## src/rtl/lcd_pkg.sv

```systemverilog
// Shared types and constants for the character-LCD command sequencer.
// Includes the HD44780 init sequence and the execution-wait selection rule.
package lcd_pkg;

    localparam int WAIT_W   = 23;
    localparam int INIT_LEN = 6;

    localparam logic [7:0] FUNC_SET_8B2L = 8'h38;
    localparam logic [7:0] DISP_ON       = 8'h0C;
    localparam logic [7:0] CLEAR         = 8'h01;
    localparam logic [7:0] ENTRY_INC     = 8'h06;

    // Entry 0 sits in the low byte
    localparam logic [INIT_LEN-1:0][7:0] INIT_SEQ = {
        ENTRY_INC, CLEAR, DISP_ON,
        FUNC_SET_8B2L, FUNC_SET_8B2L, FUNC_SET_8B2L
    };

    typedef enum logic [2:0] {
        PWRUP, INIT_ISSUE, INIT_WAIT, IDLE, ISSUE, WAIT
    } state_t;

    // Clear and home (0x01..0x03) need the long execution wait
    function automatic logic [WAIT_W-1:0] sel_wait(
        input logic              rs,
        input logic [7:0]        data,
        input logic [WAIT_W-1:0] w_short,
        input logic [WAIT_W-1:0] w_long
    );
        if (!rs && data[7:2] == 6'd0 && data != 8'd0)
            return w_long;
        return w_short;
    endfunction

endpackage

```

## src/rtl/lcd_init_rom.sv

```systemverilog
// Combinational lookup of the power-on init command bytes.
// Out-of-range indices read as 0x00.
module lcd_init_rom
    import lcd_pkg::*;
(
    input  logic [2:0] idx,
    output logic [7:0] data
);

    always_comb begin
        data = 8'h00;
        if (idx < 3'(INIT_LEN))
            data = INIT_SEQ[idx];
    end

endmodule

```

## src/rtl/lcd_cmd_sequencer.sv

```systemverilog
// HD44780 8-bit init sequencer plus single-write command/data path.
// Each write launches one strobe on the enable-pulse generator.
module lcd_cmd_sequencer
    import lcd_pkg::*;
#(
    parameter int PWRUP_CYC   = 720000,
    parameter int WAIT_SHORT  = 1776,
    parameter int WAIT_LONG   = 73440,
    parameter int TIMEOUT_CYC = 8000000
) (
    input  logic              CLK,
    input  logic              RST_N,
    input  logic              req_valid,
    output logic              req_ready,
    input  logic              req_rs,
    input  logic [7:0]        req_data,
    output logic              init_busy,
    output logic              err,
    output logic              LCD_RS,
    output logic              LCD_RW,
    output logic [7:0]        LCD_DATA,
    output logic              strb_start,
    output logic [WAIT_W-1:0] strb_wait,
    input  logic              strb_done
);

    localparam logic [WAIT_W-1:0] PWR_LAST = WAIT_W'(PWRUP_CYC - 1);
    localparam logic [WAIT_W-1:0] TO_LAST  = WAIT_W'(TIMEOUT_CYC - 1);
    localparam logic [WAIT_W-1:0] W_SHORT  = WAIT_W'(WAIT_SHORT);
    localparam logic [WAIT_W-1:0] W_LONG   = WAIT_W'(WAIT_LONG);
    localparam logic [2:0]        IDX_LAST = 3'(INIT_LEN - 1);

    state_t            state;
    logic [WAIT_W-1:0] cnt;
    logic [2:0]        idx;
    logic [2:0]        nxt_idx;
    logic [7:0]        rom_data;
    logic              wait_end;

    // The ROM always presents the entry that would be issued next
    assign nxt_idx = (state == PWRUP) ? 3'd0 : idx + 3'd1;

    lcd_init_rom u_rom (
        .idx  (nxt_idx),
        .data (rom_data)
    );

    assign LCD_RW    = 1'b0;
    assign req_ready = (state == IDLE) && !init_busy;
    assign wait_end  = strb_done || (cnt == TO_LAST);

    always_ff @(posedge CLK or negedge RST_N) begin
        if (!RST_N) begin
            state      <= PWRUP;
            cnt        <= '0;
            idx        <= '0;
            init_busy  <= 1'b1;
            err        <= 1'b0;
            LCD_RS     <= 1'b0;
            LCD_DATA   <= 8'h00;
            strb_start <= 1'b0;
            strb_wait  <= '0;
        end else begin
            strb_start <= 1'b0;
            unique case (state)
                PWRUP: begin
                    if (cnt == PWR_LAST) begin
                        state      <= INIT_ISSUE;
                        idx        <= nxt_idx;
                        LCD_RS     <= 1'b0;
                        LCD_DATA   <= rom_data;
                        strb_start <= 1'b1;
                        strb_wait  <= sel_wait(1'b0, rom_data,
                                               W_SHORT, W_LONG);
                    end else begin
                        cnt <= cnt + 1'b1;
                    end
                end
                INIT_ISSUE: begin
                    state <= INIT_WAIT;
                    cnt   <= '0;
                end
                INIT_WAIT: begin
                    if (wait_end) begin
                        if (!strb_done)
                            err <= 1'b1;
                        if (idx == IDX_LAST) begin
                            state     <= IDLE;
                            init_busy <= 1'b0;
                        end else begin
                            state      <= INIT_ISSUE;
                            idx        <= nxt_idx;
                            LCD_RS     <= 1'b0;
                            LCD_DATA   <= rom_data;
                            strb_start <= 1'b1;
                            strb_wait  <= sel_wait(1'b0, rom_data,
                                                   W_SHORT, W_LONG);
                        end
                    end else begin
                        cnt <= cnt + 1'b1;
                    end
                end
                IDLE: begin
                    if (req_valid && req_ready) begin
                        state      <= ISSUE;
                        LCD_RS     <= req_rs;
                        LCD_DATA   <= req_data;
                        strb_start <= 1'b1;
                        strb_wait  <= sel_wait(req_rs, req_data,
                                               W_SHORT, W_LONG);
                    end
                end
                ISSUE: begin
                    state <= WAIT;
                    cnt   <= '0;
                end
                WAIT: begin
                    if (wait_end) begin
                        if (!strb_done)
                            err <= 1'b1;
                        state <= IDLE;
                    end else begin
                        cnt <= cnt + 1'b1;
                    end
                end
                default: state <= PWRUP;
            endcase
        end
    end

endmodule

```

## config.mk

```make
export PLATFORM = sky130hd
export DESIGN_NAME = lcd_cmd_sequencer
export DESIGN_NICKNAME = d
export VERILOG_FILES = /design/src/rtl/lcd_pkg.sv /design/src/rtl/lcd_init_rom.sv /design/src/rtl/lcd_cmd_sequencer.sv
export SDC_FILE = /design/constraint.sdc
export NUM_CORES = 1
export LEC_CHECK = 0
export ABC_AREA = 1
export BUFFER_PORTS_ARGS = -buffer_cell sky130_fd_sc_hd__buf_2
export CAP_MARGIN = 0
export CORE_ASPECT_RATIO = 1.1
export CORE_MARGIN = 2
export CORE_UTILIZATION = 55
export CTS_CLUSTER_SIZE = 40
export DETAILED_ROUTE_END_ITERATION = 8
export GPL_TIMING_DRIVEN = 0
export PLACE_DENSITY = 0.78
export SYNTH_ARGS = -nofsm -noshare
export SYNTH_HDL_FRONTEND = slang
export SYNTH_HIERARCHICAL = 1
export SYNTH_SLANG_ARGS = --single-unit
```

## constraint.sdc

```tcl
create_clock -name CLK -period 2.4 [get_ports CLK]
set_input_delay 0.6 -clock CLK [delete_from_list [all_inputs] [get_ports CLK]]
set_output_delay 0.6 -clock CLK [all_outputs]
set_load 0.02 [all_outputs]
```

==> results.txt, run 1 <==
----------------------------------------------------
[STA]
  Total Neg Setup Slack ... 0 ns
  Worst hold slack ... 0.451 ns
  Period minus WS final ... between 2 and 2.5 ns
  Transition time at the pin with the least slew margin ... 0.966 ns
  Max-slew violation count ... 0
  Portion of the clock cycle consumed by the worst path in the final layout ... 93.0%
  Final hold vios ... 0
  Achievable clock frequency ... 448 MHz
  Worst Skew ... 0.00586 ns
  Slew HR ... 35.6%
  Unrepaired setup endpoints after global routing ... false
  Final setup violating endpoints ... 0

[Place]
  Post-detail-place hpwl ... 4950 um
  Last weighted congestion value of the routability-driven placer ... 0.909
  I/O Buffers ... 34

[Clocking]
  Clock slew at reported path FFs ... 0.09 ns
  CTS tree ... built
  Max clock buf depth ... 2
  TritonCTS sink count ... 44
  CTS H-tree lvls ... 2
  Clk_lat worst skew ... 0.30 ns
  Root buffer cell ... sky130_fd_sc_hd__clkbuf_8
  Number of hold buffers added after cts ... 0
  TritonCTS buffer count ... 5
  Post-CTS sizing ... 0
  Post-CTS Setup Repair Bufs ... 0

[Floorplan]
  Chip width ... 74.9 um
  # IOs ... 50
  Die height ... 82.0 um
  Starting Density ... 56.8%
  Site row count ... 28
  Area inside the core boundary ... 5360 um^2
  Area enclosed by the die boundary ... 6140 um^2

[Pwr]
  Power density of the placed cells ... 413 nW/um^2
  Pleak ... 0.00185 uW
  Peak supply drop ... 0.000331 V

[Global route]
  Final global-route overflow total ... 0
  Vias in the first global route ... approximately 2,600
  Global-route wire length before repair ... 10,800 um
  Pin count of the biggest net entering global routing ... 45
  Global-route total usage across every layer ... 22.3%
  Antenna violations before repair ... 0

[Synth]
  Number of library cell types mapped by synthesis ... 35
  FFs w/ async S/R, synth ... 100%
  Top_reg_cell synth ... sky130_fd_sc_hd__dfrtp_1
  Number of synthesized register bits ... between 40 and 50
  Post-synth EDFFs ... 0
  Cell count after synthesis ... around 450
  Number of warnings printed during yosys synthesis ... 6
  Average instance area after synthesis ... 6.79 um^2
  Seq/Total Area, Yosys ... 36.2%
  Netlist area before placement ... 3040 um^2

[Final layout]
  Area added between synthesis and finish ... 14.2%
  Number of fill cells in the layout ... 512
  Fraction of final layout cells sized beyond drive strength 1 ... 21.4%
  Count of inserted antenna diode cells ... 0
  Combined area of the multi-input logic cells ... 1610 um^2
  Final Net Count ... 520
  Total area of sequential cells ... 1100 um^2

[Outcome]
  Status ... finished clean

[Route]
  Final routed wirelength across all metal layers ... around 6400 um
  First-pass DRT Iterations ... 5
  Total number of vias ... roughly 2,800
  DR iter-0 viols ... around 120
  DRC violations left ... 0
  Per-cell routed wire length ... about 11 um
  Residual antenna-violating net count after detailed routing ... 0
  Ratio of routed vias to standard cells ... 4.87

[Setup path]
  Critical path class ... reg -> out
  Data required, critical path ... 1.80 ns
  Critical path arrival ... ~1.6 ns
  Critical Path Sink Type ... output pin
  Largest fanout of any net on the critical path ... 10
  Critical Path Start Type ... register

[Worst hold path]
  Classification of the worst-slack hold path ... in -> async

[Job]
  Count of maximum capacitance violations ... 0

----------------------------------------------------
## state kept, by name, summed over array words and instances, names as in the netlist
name,cells
err,1
strb_start,1
cnt,23
LCD_DATA,8
LCD_RS,1
state,3
init_busy,1
idx,3
strb_wait,3
## final timing paths
check	startpoint	endpoint	slack (ns)	cells past startpoint
setup / recovery	state[2]	req_ready	0.17	5
hold / removal	RST_N	cnt[18]	0.45	1
setup reg to reg	idx[0]	strb_wait[4]	0.28	11
hold reg to reg	err	err	0.48	1
max in group asynchronous	RST_N	cnt[20]	1.35	1
min in group CLK	err	err	0.48	1
## area by class of cell
class / count / area share, %
inverter: 37 / 4.00
clock inverter: 3 / 1.22
clock buffer: 5 / 1.98
sequential: 44 / 31.7
multi-input combinational: 348 / 46.3
buffer: 34 / 7.13
timing repair buffer: 34 / 4.90
tap: 75 / 2.70
## placed cells by master, fill, tap and decap left out, drive strengths merged, types with 2 or more instances in the layout
cell type,count
ha,3
inv,36
o21ai,16
nand2,162
nand3b,2
buf,66
dfrtp,43
nor2,70
o21bai,3
nor3,4
clkinv,2
or2,4
clkbuf,7
nand4,3
a21oi,7
nand3,40
xor2,9
conb,17
xnor2,3
## synth_stat cells (all sizes together) (2+ instances only)
cell type,number,area [um^2]
a21oi,7,35.0
buf,32,240
clkbuf,2,7.51
conb,2,7.51
dfrtp,43,1080
ha,3,37.5
inv,36,135
nand2,162,621
nand3,40,225
nand3b,2,15.0
nand4,3,18.8
nor2,70,293
nor3,4,25.0
o21ai,16,87.6
o21bai,3,22.5
or2,4,25.0
xnor2,3,26.3
xor2,9,78.8
## per-layer routing
layer  vias up  global-route usage, %  part of all wire, %
met3        13                   3.19                  4.2
met5         -                      0                    0
met4         0                   7.50                  1.3
met1      1259                   27.1                   44
li1       1464                      -                    -
met2        88                   39.9                   50
## cell families (layout without fill, tap and decap cells)
logic type      after synthesis  count (layout)  share of synthesized area (%)
xor+xnor                     12              12                           3.45
fa+ha+maj                     3               3                           1.23
compound gates               30              30                           5.76
simple gates                286             286                           40.4
buf+inv                      71             113                           12.7
flops                        44              44                           36.2
other cells                   2              17                          0.247
## through the flow
stage | utilization [%] | setup WS (ns) | area [um^2] | power, uW | std cells
after floorplan | - | 0.587 | 3100 | 843 | 463
after global placement | 62.7 | 0.357 | 3360 | 882 | 572
after detailed placement | 62.7 | 0.315 | 3360 | 883 | 572
after CTS | 64.8 | 0.163 | 3470 | 1450 | 580
after global routing | 64.8 | 0.0580 | 3470 | 1490 | 580
final | 64.8 | 0.167 | 3470 | 1440 | 580
## worst max-delay path: stages, from the launching register on
cell and delay [ns]:
sky130_fd_sc_hd__dfrtp_1 0.43, sky130_fd_sc_hd__inv_1 0.14, sky130_fd_sc_hd__nand3_1 0.20, sky130_fd_sc_hd__clkbuf_1 0.27
sky130_fd_sc_hd__nor2_1 0.13, sky130_fd_sc_hd__buf_2 0.17
## power by group
part	switching [uW]	total (uW)	internal, uW
combinational	70.2	114	43.8
clock	259	567	308
sequential	5.55	754	748
Power figures use the tool's default switching activity.
==> run 2, diff against run 1 <==
--- a/config.mk
+++ b/config.mk
@@ -5,16 +5,16 @@
 export SDC_FILE = /design/constraint.sdc
 export NUM_CORES = 1
 export LEC_CHECK = 0
-export ABC_AREA = 1
+export ABC_AREA = 0
 export BUFFER_PORTS_ARGS = -buffer_cell sky130_fd_sc_hd__buf_2
 export CAP_MARGIN = 0
 export CORE_ASPECT_RATIO = 1.1
-export CORE_MARGIN = 2
+export CORE_MARGIN = 4
 export CORE_UTILIZATION = 55
 export CTS_CLUSTER_SIZE = 40
 export DETAILED_ROUTE_END_ITERATION = 8
 export GPL_TIMING_DRIVEN = 0
-export PLACE_DENSITY = 0.78
+export PLACE_DENSITY = 0.79
 export SYNTH_ARGS = -nofsm -noshare
 export SYNTH_HDL_FRONTEND = slang
 export SYNTH_HIERARCHICAL = 1
==> run 2 against run 1 <==
Effect of this change: combinational power grew to 16 times the previous value; clock power fell by 13%; cell count is 25% lower; hold slack improved by 0.0017 ns; clock-buffer cell count is 1 higher; critical path type is now reg -> reg; non-clock buffer count increased by 11; largest cell class unchanged; maximum frequency decreased by 4.1%; utilization increased by 3.1 points; die area grew 3.4%; wire length grew 2.1%; highest routed layer unchanged; worst setup slack worse by 0.095 ns; sequential share of layout area rose by 0.74 points.
==> results.txt, run 2 <==
----------------------------------------------------
[Route]
  Final routed wirelength across all metal layers ... 6570 um
  DR iter-0 viols ... 246
  Ratio of routed vias to standard cells ... 5.87
  Total number of vias ... 2,541
  Per-cell routed wire length ... 15.2 um
  First-pass DRT Iterations ... 4
  DRC violations left ... 0
  Residual antenna-violating net count after detailed routing ... 0

[Clocking]
  TritonCTS sink count ... 44
  Max clock buf depth ... 2
  Number of hold buffers added after cts ... 0
  Clock slew at reported path FFs ... 0.08 ns
  CTS tree ... built
  Clk_lat worst skew ... 0.30 ns
  TritonCTS buffer count ... 5
  Root buffer cell ... sky130_fd_sc_hd__clkbuf_8
  CTS H-tree lvls ... 2

[Setup path]
  Data required, critical path ... ~2.6 ns
  Critical Path Sink Type ... register
  Largest fanout of any net on the critical path ... 10
  Critical path arrival ... 2.53 ns
  Depth of the most critical reg-to-reg path ... 7
  Critical Path Start Type ... register
  Critical path class ... reg -> reg

[Final layout]
  Non-filler instance count after layout ... 433
  Area added between synthesis and finish ... 20.1%
  Leading cell types in the layout, fill and taps excluded ... sky130_fd_sc_hd__dfrtp_1 (43), sky130_fd_sc_hd__buf_2 (35), sky130_fd_sc_hd__buf_4 (32), sky130_fd_sc_hd__o21ai_0 (24), sky130_fd_sc_hd__nand3_1 (23)
  Register with the highest flop count ... cnt
  Final Net Count ... 390
  Biggest registers after layout ... cnt x23, LCD_DATA x8
  Count of inserted antenna diode cells ... 0
  Leading cell type in the layout, fill and taps excluded ... sky130_fd_sc_hd__dfrtp_1
  Fraction of final layout cells sized beyond drive strength 1 ... 30.1%
  Flip-flop count of the largest register after layout ... 23

[Synth]
  Proportion of netlist area held by the largest area contributor ... 38.1%
  Top_reg_cell synth ... sky130_fd_sc_hd__dfrtp_1
  Synth area leaders ... sky130_fd_sc_hd__dfrtp_1 (38%), sky130_fd_sc_hd__buf_4 (6.9%), sky130_fd_sc_hd__o21ai_0 (5.0%)
  Number of library cell types mapped by synthesis ... 53
  Leading post-synthesis cells by instance count ... sky130_fd_sc_hd__dfrtp_1 (43), sky130_fd_sc_hd__o21ai_0 (28), sky130_fd_sc_hd__buf_4 (26)
  Most used standard cell by instance count after synthesis ... sky130_fd_sc_hd__dfrtp_1
  Netlist area before placement ... 2830 um^2
  FFs w/ async S/R, synth ... 100%
  Average instance area after synthesis ... 9.06 um^2
  Number of warnings printed during yosys synthesis ... 6
  Cell count after synthesis ... 312
  Area leader, netlist ... sky130_fd_sc_hd__dfrtp_1
  Seq/Total Area, Yosys ... 39.0%
  Number of synthesized register bits ... 44
  Post-synth EDFFs ... 0

[Global route]
  Antenna violations before repair ... 0
  Global-route total usage across every layer ... 20.8%
  Vias in the first global route ... between 2,000 and 2,500
  Final global-route overflow total ... 0
  Global-route wire length before repair ... roughly 11,000 um
  Pin count of the biggest net entering global routing ... 45

[Floorplan]
  Site row count ... 27
  Starting Density ... around 57%
  Die height ... 83.2 um
  Chip width ... about 76 um
  # IOs ... 50
  Area enclosed by the die boundary ... about 6400 um^2
  Area inside the core boundary ... 5000 um^2

[Place]
  Last weighted congestion value of the routability-driven placer ... 0.898
  Placed cell count ... 419
  I/O Buffers ... 34
  Post-detail-place hpwl ... 4500 um

[Job]
  Count of maximum capacitance violations ... 0

[STA]
  Portion of the clock cycle consumed by the worst path in the final layout ... 97.0%
  Transition time at the pin with the least slew margin ... 0.978 ns
  Worst Skew ... 0.0136 ns
  Period minus WS final ... about 2.3 ns
  Total Neg Setup Slack ... 0 ns
  Max-slew violation count ... 0
  Slew HR ... between 30% and 40%
  Final setup violating endpoints ... 0
  Final hold vios ... 0
  Achievable clock frequency ... 430 MHz

[Outcome]
  Status ... finished clean

[Pwr]
  Power density of the placed cells ... about 990 nW/um^2
  Peak supply drop ... 0.000496 V
  Pleak ... 0.00163 uW

[Worst hold path]
  Classification of the worst-slack hold path ... in -> async

----------------------------------------------------
==> run 2: cell count changes in the layout (fill, tap and decap cells not counted), moves of 6 or more <==
cell / before / now
sky130_fd_sc_hd__o21ai_0: 7 / 24
sky130_fd_sc_hd__mux2i_1: 0 / 9
sky130_fd_sc_hd__and3_1: 0 / 6
sky130_fd_sc_hd__inv_2: 8 / 0
sky130_fd_sc_hd__a21oi_1: 7 / 17
sky130_fd_sc_hd__nand2_1: 157 / 20
sky130_fd_sc_hd__inv_1: 28 / 8
sky130_fd_sc_hd__a31oi_1: 1 / 7
sky130_fd_sc_hd__nand2b_1: 0 / 8
sky130_fd_sc_hd__o21ai_2: 2 / 9
sky130_fd_sc_hd__nand3_1: 35 / 23
sky130_fd_sc_hd__xor2_1: 9 / 1
sky130_fd_sc_hd__nor2_1: 62 / 15
sky130_fd_sc_hd__o31ai_1: 0 / 7
==> run 2: logic make-up (layout without fill, tap and decap cells) <==
family	count (synthesis)	count (layout)	share of synthesized area (%)
other	2	17	0.266
adders and majority gates	3	3	1.33
xor gates and xnor gates	2	2	0.620
AOI/OAI and AO/OA	87	87	20.3
DFF	44	44	39.0
muxes	9	9	3.19
buffers and inverters	47	95	10.9
and+or+nand+nor	118	118	24.4
==> run 2: report_power, final <==
part / internal (uW) / total, uW / leakage [uW] / switching, uW
Combinational: 767 / 1810 / 0.00101 / 1040
Sequential: 915 / 1050 / 0.000572 / 135
Clock: 230 / 491 / 0.0000510 / 261
==> run 2: metrics by stage <==
step	hold slack [ns]	power (uW)	cell area, um^2	util, %	setup slack (ns)
2_1_floorplan	0.304	2180	2880	-	0.221
3_3_place_gp	0.444	2540	3130	62.5	-0.0497
3_5_place_dp	0.455	2580	3130	62.5	-0.0799
4_1_cts	0.475	3110	3250	65.0	-0.00280
5_1_grt	0.493	3590	3400	67.9	-0.0232
6_report	0.453	3350	3400	67.9	0.0719
==> run 2: timing repair <==
item,CTS,global route
setup buffers,0,7
gates resized for setup,8,21
endpoints found under the hold margin,0,0
cloned,0,1
pin swaps,1,5
setup endpoints to repair,29,36
==> run 2: area by class of cell <==
cell class	count	area, um^2
Inverter	8	30.0
Sequential cell	44	1100
Multi-Input combinational cell	236	1560
Tap cell	58	72.6
Clock inverter	2	10.0
Buffer	37	288
Clock buffer	6	82.6
Fill cell	414	1600
Timing Repair Buffer	42	251
==> run 2: metal layers <==
layer	vias up	track usage (%)	part of all wire (%)
li1	1226	-	-
met1	1208	24.4	40
met2	90	36.2	51
met3	17	5.31	6.1
met4	0	7.91	2.5
met5	-	0	0
==> run 2: worst max-delay path, cell delays in order (launching register included) <==
cell                       delay [ns]
sky130_fd_sc_hd__dfrtp_1         0.45
sky130_fd_sc_hd__nor4bb_1        0.43
sky130_fd_sc_hd__and3_2          0.34
sky130_fd_sc_hd__a2bb2o_4        0.25
sky130_fd_sc_hd__o211ai_4        0.36
sky130_fd_sc_hd__buf_6           0.20
sky130_fd_sc_hd__o21ai_0         0.12
sky130_fd_sc_hd__o41ai_2         0.07
==> run 2: worst paths after layout <==
| check | start | to | slack (ns) |
|---|---|---|---|
| setup reg to reg | cnt[6] | cnt[5] | 0.07 |
| hold reg to reg | err | err | 0.47 |
| setup / recovery | cnt[6] | cnt[5] | 0.07 |
| hold / removal | RST_N | state[0] | 0.45 |
| max in group asynchronous | RST_N | cnt[17] | 1.33 |
| min in group CLK | err | err | 0.47 |
==> run 3, diff against run 2 <==
--- a/config.mk
+++ b/config.mk
@@ -8,7 +8,7 @@
 export ABC_AREA = 0
 export BUFFER_PORTS_ARGS = -buffer_cell sky130_fd_sc_hd__buf_2
 export CAP_MARGIN = 0
-export CORE_ASPECT_RATIO = 1.1
+export CORE_ASPECT_RATIO = 0.9
 export CORE_MARGIN = 4
 export CORE_UTILIZATION = 55
 export CTS_CLUSTER_SIZE = 40
==> constraint.sdc (replaced) <==
create_clock -name CLK -period 2.9 [get_ports CLK]
set_input_delay 0.725 -clock CLK [delete_from_list [all_inputs] [get_ports CLK]]
set_output_delay 0.725 -clock CLK [all_outputs]
set_load 0.05 [all_outputs]
==> run 3 against run 2 <==
Effect of this change: cell count is 0.23% higher; wire length is 1.3% lower; power is 15% lower; combinational power is 16% lower; flip-flop and latch count stayed put; critical endpoint is now req_ready.
==> results.txt, run 3 (synthesis results as in run 2) <==
----------------------------------------------------
[Final layout]
  Non-filler instance count after layout ... 434
  Flip-flop count of the largest register after layout ... 23
  Leading cell type in the layout, fill and taps excluded ... sky130_fd_sc_hd__dfrtp_1
  Fraction of final layout cells sized beyond drive strength 1 ... 25.7%
  Register with the highest flop count ... cnt
  Area of all placed cells without fillers ... between 3000 and 4000 um^2
  Biggest registers after layout ... cnt x23, LCD_DATA x8
  Count of inserted antenna diode cells ... 0
  Final Net Count ... ~380
  Leading cell types in the layout, fill and taps excluded ... sky130_fd_sc_hd__dfrtp_1 (43), sky130_fd_sc_hd__buf_2 (37), sky130_fd_sc_hd__o21ai_0 (28), sky130_fd_sc_hd__buf_4 (26), sky130_fd_sc_hd__nand3_1 (23)
  Area added between synthesis and finish ... 14.7%

[Clocking]
  Post-CTS sizing ... 0
  CTS H-tree lvls ... 2
  TritonCTS sink count ... 44
  Root buffer cell ... sky130_fd_sc_hd__clkbuf_8
  TritonCTS buffer count ... 5
  Clk_lat worst skew ... around 0.30 ns
  CTS tree ... built
  Max clock buf depth ... 2
  Post-CTS Setup Repair Bufs ... 0
  Number of hold buffers added after cts ... 0
  Clock slew at reported path FFs ... 0.09 ns

[Setup path]
  Worst path top cell family by delay ... buffers and inverters
  Critical Path Sink Type ... output pin
  Most frequent cell on the critical path ... sky130_fd_sc_hd__clkbuf_1
  Largest fanout of any net on the critical path ... 10
  Critical path arrival ... 1.99 ns
  Critical Path Start Type ... register
  Worst path bufs/invs ... 3
  Data required, critical path ... 2.17 ns
  Worst r2r src ... cnt[0]
  Cell breakdown of the critical path ... clkbuf_1, nor2b_1, nand2_1, clkbuf_1, nor2_1, buf_2
  Worst setup slack for register-to-register paths ... 0.32 ns
  Depth of the most critical reg-to-reg path ... 11
  Critical path class ... reg -> out
  Slowest Stage Delay on Critical Path ... 0.50 ns
  Crit path max-delay cell type ... sky130_fd_sc_hd__clkbuf_1
  Endpoint of the worst-slack reg-to-reg timing path ... cnt[13]

[Route]
  Met2 Routed Length ... 2990 um
  Met1 routed wirelength after detailed routing ... just under 3000 um
  Residual antenna-violating net count after detailed routing ... 0
  DRC violations left ... 0
  Final routed wirelength across all metal layers ... 6480 um
  First-pass DRT Iterations ... 5
  Top Layer Used ... met4
  Ratio of routed vias to standard cells ... between 5 and 6
  Total number of vias ... between 2,000 and 3,000
  Met3 routed WL ... 394 um
  Per-cell routed wire length ... between 10 and 15 um
  DR iter-0 viols ... 207

[Global route]
  Final global-route overflow total ... 0
  Global-route wire length before repair ... between 10,000 and 15,000 um
  Global-route total usage across every layer ... 20.8%
  Vias in the first global route ... 2,347
  Pin count of the biggest net entering global routing ... 45
  Antenna violations before repair ... 0

[Pwr]
  Peak supply drop ... 0.000506 V
  Total design power ... about 2900 uW
  Power density of the placed cells ... between 800 and 900 nW/um^2
  Pleak ... ~0.0015 uW

[Floorplan]
  Area enclosed by the die boundary ... 6350 um^2
  Chip width ... around 84 um
  Area inside the core boundary ... 4920 um^2
  Starting Density ... 57.4%
  # IOs ... 50
  Site row count ... 24
  Die height ... 76.0 um

[STA]
  Period minus WS final ... 2.71 ns
  Final setup violating endpoints ... 0
  Worst Skew ... 0.0112 ns
  Unrepaired setup endpoints after global routing ... false
  Final hold vios ... 0
  Total Neg Setup Slack ... 0 ns
  Transition time at the pin with the least slew margin ... just under 1 ns
  Portion of the clock cycle consumed by the worst path in the final layout ... 93.6%
  Slew HR ... 35.6%
  Achievable clock frequency ... 368 MHz
  Max-slew violation count ... 0
  Worst hold slack ... around 0.46 ns

[Place]
  Post-detail-place hpwl ... 4760 um
  I/O Buffers ... 34
  Placed standard-cell area ... approximately 3100 um^2
  Last weighted congestion value of the routability-driven placer ... 0.835
  Placed cell count ... 426

[Outcome]
  Status ... finished clean

[Worst hold path]
  Origin of the worst min-delay path ... err
  WHS Endpoint ... err
  Cells on Worst Hold Path ... 2
  Classification of the worst-slack hold path ... reg -> reg

[Job]
  Count of maximum capacitance violations ... 0

----------------------------------------------------
## run 3: per-stage QoR
step | setup slack [ns] | utilization (%)
2_1_floorplan | 0.437 | -
3_3_place_gp | 0.453 | 63.7
3_5_place_dp | 0.396 | 63.7
4_1_cts | 0.195 | 65.9
5_1_grt | 0.0330 | 65.9
6_report | 0.186 | 65.9
## run 3: cell type report
cell class,count,area [um^2]
multi-input cells,236,1470
fillers,430,1680
plain buffers,39,278
clock inverters,2,35.0
flip-flops and latches,44,1100
repair buffers,34,170
inverters,8,30.0
clock buffers,6,72.6
well taps,65,81.3
## run 3: how the worst max path moves through the flow
stage               startpoint   endpoint  slack (ns)  cells after the start
floorplan             state[2]  req_ready        0.44                      5
global placement       cnt[13]    cnt[10]        0.45                      7
detailed placement      cnt[0]    cnt[13]        0.40                     11
CTS                   state[2]  req_ready        0.19                      6
global route          state[2]  req_ready        0.03                      6
finish                state[2]  req_ready        0.19                      6
## run 3: power breakdown
group	switching (uW)	internal (uW)
clock	212	256
sequential	112	758
combinational	1050	473
## run 3: tightest hold or removal path, stage by stage (launching register included)
cell                      delay, ns
sky130_fd_sc_hd__dfrtp_1       0.35
sky130_fd_sc_hd__inv_1         0.04
sky130_fd_sc_hd__o31ai_1       0.05
## run 3: routing by layer
layer / vias up / GRT usage, %
li1: 1214 / -
met1: 1183 / 28.7
met2: 92 / 32.9
met3: 13 / 3.89
met4: 0 / 6.91
met5: - / 0
